### src/rtl/serial_adder_pkg.sv
// Shared types and constants for the bit-serial adder.
package serial_adder_pkg;

    typedef enum logic [1:0] {
        IDLE = 2'd0,
        RUN  = 2'd1,
        DONE = 2'd2
    } state_t;

    localparam int DEFAULT_WIDTH = 8;

endpackage : serial_adder_pkg

### src/rtl/full_adder.sv
// One-bit full adder; the serial adder reuses a single instance every cycle.
module full_adder (
    input  logic a,
    input  logic b,
    input  logic cin,
    output logic s,
    output logic co
);

    assign s  = a ^ b ^ cin;
    assign co = (a & b) | (a & cin) | (b & cin);

endmodule : full_adder

### src/rtl/serial_adder.sv
// Bit-serial adder: one bit pair per cycle, LSB first, WIDTH cycles per sum.
// Define SERIAL_ADDER_OVF_EN to add the signed-overflow output ovf.
module serial_adder
    import serial_adder_pkg::*;
#(
    parameter int WIDTH = DEFAULT_WIDTH
) (
    input  logic             clk,
    input  logic             rst,
    input  logic             start,
    input  logic [WIDTH-1:0] a,
    input  logic [WIDTH-1:0] b,
    input  logic             cin,
    output logic             busy,
    output logic             done,
    output logic [WIDTH-1:0] sum,
    output logic             cout
`ifdef SERIAL_ADDER_OVF_EN
    ,
    output logic             ovf
`endif
);

    localparam int CNT_W = (WIDTH > 1) ? $clog2(WIDTH) : 1;
    localparam logic [CNT_W-1:0] LAST = CNT_W'(WIDTH - 1);

    state_t           state;
    logic [WIDTH-1:0] a_sr;
    logic [WIDTH-1:0] b_sr;
    logic [WIDTH-2:0] sreg;
    logic             carry;
    logic [CNT_W-1:0] cnt;
    logic             s;
    logic             co;
    logic [WIDTH-1:0] nxt;

    full_adder u_fa (
        .a   (a_sr[0]),
        .b   (b_sr[0]),
        .cin (carry),
        .s   (s),
        .co  (co)
    );

    // The new bit enters at the MSB; on the last bit this is the full result.
    assign nxt = {s, sreg};

    always_ff @(posedge clk) begin
        if (rst) begin
            state <= IDLE;
            busy  <= 1'b0;
            done  <= 1'b0;
            sum   <= '0;
            cout  <= 1'b0;
            carry <= 1'b0;
            cnt   <= '0;
`ifdef SERIAL_ADDER_OVF_EN
            ovf   <= 1'b0;
`endif
        end else begin
            done <= 1'b0;
            case (state)
                IDLE, DONE: begin
                    if (start) begin
                        a_sr  <= a;
                        b_sr  <= b;
                        carry <= cin;
                        cnt   <= '0;
                        sreg  <= '0;
                        busy  <= 1'b1;
                        state <= RUN;
                    end else begin
                        state <= IDLE;
                    end
                end
                RUN: begin
                    a_sr  <= a_sr >> 1;
                    b_sr  <= b_sr >> 1;
                    carry <= co;
                    sreg  <= nxt[WIDTH-1:1];
                    cnt   <= cnt + 1'b1;
                    if (cnt == LAST) begin
                        state <= DONE;
                        busy  <= 1'b0;
                        done  <= 1'b1;
                        sum   <= nxt;
                        cout  <= co;
`ifdef SERIAL_ADDER_OVF_EN
                        // carry still holds the carry into the MSB here
                        ovf   <= carry ^ co;
`endif
                    end
                end
                default: begin
                    state <= IDLE;
                    busy  <= 1'b0;
                end
            endcase
        end
    end

endmodule : serial_adder

### config.mk
export PLATFORM = sky130hd
export DESIGN_NAME = serial_adder
export DESIGN_NICKNAME = d
export VERILOG_FILES = /design/src/rtl/serial_adder_pkg.sv /design/src/rtl/full_adder.sv /design/src/rtl/serial_adder.sv
export SDC_FILE = /design/constraint.sdc
export NUM_CORES = 1
export LEC_CHECK = 0
export CORE_MARGIN = 2
export CORE_UTILIZATION = 54
export CTS_CLUSTER_SIZE = 20
export DETAILED_ROUTE_END_ITERATION = 8
export GPL_ROUTABILITY_DRIVEN = 0
export HOLD_SLACK_MARGIN = 0.12
export PLACE_DENSITY = 0.87
export SYNTH_ARGS = -nofsm -noshare
export SYNTH_HDL_FRONTEND = slang
export SYNTH_SLANG_ARGS = --single-unit
### constraint.sdc
create_clock -name clk -period 3.8 [get_ports clk]
set_input_delay 0.76 -clock clk [delete_from_list [all_inputs] [get_ports clk]]
set_output_delay 0.76 -clock clk [all_outputs]
set_load 0.1 [all_outputs]
==> impl_results.md <==
- Outcome: finished, final reports clean
- Distinct cell type count of the synthesized netlist: 20
- Pin count of the biggest net entering global routing: 34
- Vias post-DR: between 1000 and 1500
- Hold Crit Depth: 2
- I/O pin count: 31
- Placeable core area: around 2800 um2
- Net count after synthesis: 178
- Share of post-route cells with drive strength above 1: between 5 and 6%
- Worst min path class: reg2reg
- Final count of negative-setup-slack endpoints: 0
- Placed Cells: between 200 and 250
- Filler-free cell count of the finished design: between 200 and 250
- Maximum number of buffers from clock root to sink: 2
- Clock period minus worst slack: roughly 2600 ps
- Final Skew: ~5.8 ps
- Area of the mapped netlist: 1610 um2
- DRC errors left: 0
- Final net count: just over 200
- CTS tree: built
- Antenna violations before repair: 0
- Sequential area share after synthesis: ~64%
- Number of synthesized register bits: 40
- FF-to-FF Start: state[1]$_SDFFE_PP0P_
- Number of detailed-route iterations in the first pass: 4
- Endpoint of the most critical register-to-register path: b_sr[3]$_DFFE_PP_
- Worst R2R Setup Slack: roughly 2000 ps
- CP peak stage delay: 1140 ps
- Total Power Consumption: around 800 uW
- Internal portion of total power: approximately 620 uW
- Lkg Pwr: between 0.0007 and 0.0008 uW
- Top flip-flop cell by instance count after synthesis: sky130_fd_sc_hd__edfxtp_1
- Type of destination of the critical path: output port
- Number of nets with antenna violations after detailed routing: 0
- Total global routing overflow: 0
- CTS sink cnt: 40
- Synthesis Warnings: 0
- Synthesized instance count: between 150 and 200
- R2R cell count: 3
- Register area: roughly 1000 um2
- Maximum fanout along the worst path: 2
- Logic depth of the worst path, buffers included: 1
- Source-to-sink clock delay at the later pin of the worst-skew pair: roughly 350 ps
- Initial Utilization: between 50% and 60%
- Endpoint arrival time on the critical path: between 1500 and 2000 ps
- Number of buffer cells added on primary ports: 30
- Area of the multi-input gates: 523 um2
- Detailed Route Iter0 Violations: 37
- Fin. Hold Viols: 0
- # fillers: 213
- Site Rows: 19
- Cell family contributing the most delay on the critical path: buffers and inverters
- Cell breakdown of the critical path: clkdlybuf4s50_1
- Crit path launch: sum[3]$_SDFFE_PP0P_
- Wire length of the first global-routing pass: roughly 4.6 mm
- Die H: around 60 um
- Final wirelength: approximately 2.8 mm
- Detailed-route vias per instance: roughly 5.3
- Clock network fraction of design power: roughly 28%
- Endpoint of the worst setup timing path: sum[3]
- GRT Resource Usage Total: 18.4%
- Number of violations of the max-capacitance limit: 0
- Resized Gates After CTS: 0
- Detail Placement HPWL: 1.98 mm
- Data required time of the worst path: 3040 ps
- RSZ-0062 raised after global routing: false
- Combinational group share of total power: between 10% and 20%
- Antenna cells: 0
- Startpoint type of the worst setup path: register
- Portion of the clock cycle consumed by the worst path in the final layout: 68.4%
- Number of hold buffers added after CTS: 0
- Sequential share of power: 61.4%
- Fraction of registers with async set or reset after synthesis: 0%
- Fmax: 385 MHz
- Net Sw Power: 191 uW
- Most used cells in the layout excluding fill and tap cells: 54 x sky130_fd_sc_hd__nand2_1, 30 x sky130_fd_sc_hd__clkdlybuf4s50_1, 23 x sky130_fd_sc_hd__edfxtp_1, 17 x sky130_fd_sc_hd__dfxtp_1, 13 x sky130_fd_sc_hd__a21oi_1
- Worst path buffer plus inverter count: 1
- Switching share of power: around a quarter
- Number of buffers inserted by post-CTS setup repair: 0
- Power density of the placed cells: 411 nW/um2
- Clock transition at the registers of the reported paths: about 110 ps
- Average footprint of a synthesized cell: a little over 10 um2
- Total Die Area: about 3400 um2
- Floorplan die width: 58.5 um
- Actual transition at the worst max-transition pin: approximately 970 ps
- Normalized max-slew margin: a little over a third
- Via count of the first global-routing pass: approximately 1100
- Average wire length per cell after detail routing: 13.2 um
- Class of the most critical setup path: reg2out
- Setup Total Neg Slack: 0 ps
- Commonest non-fill, non-tap cell in the layout: sky130_fd_sc_hd__nand2_1
- Count of pins over their slew limit: 0
- Worst vdd rail ir drop: 411 uV
- Number of CTS-inserted buffers: 5
- CTS Root Buffer Type: sky130_fd_sc_hd__clkbuf_4
- Count of flip-flops with a built-in enable after synthesis: 23
- Layout-stage area growth over the synthesis result: 22.1%
- Library cell contributing the largest single delay on the critical path: sky130_fd_sc_hd__clkdlybuf4s50_1
- # H-tree levels: 2
per-layer routing:
layer	track usage (%)	vias up	part of all wire, %
li1	-	571	-
met1	20.2	525	42
met2	31.1	45	49
met3	6.81	7	6.9
met4	9.30	0	2.1
met5	0	-	0
stage by stage:
stage / util [%] / setup WS [ps] / cell area (um2) / hold slack, ps
6_report: 70.4 / 1200 / 1960 / 462
2_1_floorplan: - / 1110 / 1610 / 452
3_5_place_dp: 68.3 / 1410 / 1900 / 446
3_3_place_gp: 68.3 / 1450 / 1900 / 442
5_1_grt: 70.4 / 1140 / 1960 / 502
4_1_cts: 70.4 / 1180 / 1960 / 462
synthesized netlist by cell type, types with 2 or more instances:
| library cell | n | area share (%) |
|---|---|---|
| sky130_fd_sc_hd__a21oi_1 | 14 | 4.4 |
| sky130_fd_sc_hd__and2_1 | 9 | 3.5 |
| sky130_fd_sc_hd__buf_2 | 5 | 1.6 |
| sky130_fd_sc_hd__buf_4 | 3 | 1.4 |
| sky130_fd_sc_hd__dfxtp_1 | 17 | 21 |
| sky130_fd_sc_hd__edfxtp_1 | 23 | 43 |
| sky130_fd_sc_hd__ha_1 | 2 | 1.6 |
| sky130_fd_sc_hd__nand2_1 | 54 | 13 |
| sky130_fd_sc_hd__nand2b_1 | 3 | 1.2 |
| sky130_fd_sc_hd__nand3_1 | 12 | 3.7 |
| sky130_fd_sc_hd__nor2_1 | 4 | 0.94 |
worst min-delay path by stage:
stage                        start                  end  slack [ps]
2_1_floorplan  cnt[1]$_SDFFE_PP0P_  cnt[1]$_SDFFE_PP0P_         450
3_3_place_gp   sum[4]$_SDFFE_PP0P_  sum[4]$_SDFFE_PP0P_         440
3_5_place_dp   sum[7]$_SDFFE_PP0P_  sum[7]$_SDFFE_PP0P_         450
4_1_cts        sum[7]$_SDFFE_PP0P_  sum[7]$_SDFFE_PP0P_         460
5_1_grt        sum[4]$_SDFFE_PP0P_  sum[4]$_SDFFE_PP0P_         500
6_report       sum[1]$_SDFFE_PP0P_  sum[1]$_SDFFE_PP0P_         460
layout make-up:
type,count,share of cell area [%]
multi-input combinational,105,26.7
sequential,40,52.6
tap,31,1.98
clock buffer,8,3.00
timing repair buffer,31,15.7
kinds of logic after synthesis:
| kind of cell | share of synthesized area [%] |
|---|---|
| fa+ha+maj | 2.81 |
| buf+inv | 3.43 |
| simple gates | 23.0 |
| compound gates | 5.92 |
| mux | 0.624 |
| flops | 64.2 |
power by group through the flow:
stage | Combinational [uW] | Sequential [uW] | Clock (uW)
floorplan | 52.5 | 509 | 0
global placement | 84.3 | 504 | 0
detailed placement | 89.4 | 505 | 0
CTS | 89.5 | 495 | 228
global route | 98.7 | 497 | 246
finish | 88.8 | 495 | 223
worst reg2reg max path: stages (launching register included):
cell                       delay (ps)
sky130_fd_sc_hd__dfxtp_1          340
sky130_fd_sc_hd__nand2b_1         520
sky130_fd_sc_hd__a21oi_2          270
sky130_fd_sc_hd__buf_4            320
flip-flops by register name (all words and copies together) (netlist names):
name / count
a_sr: 8
b_sr: 8
busy: 1
carry: 1
cnt: 3
cout: 1
done: 1
sreg: 7
state: 2
sum: 8
Power figures use the tool's default switching activity.
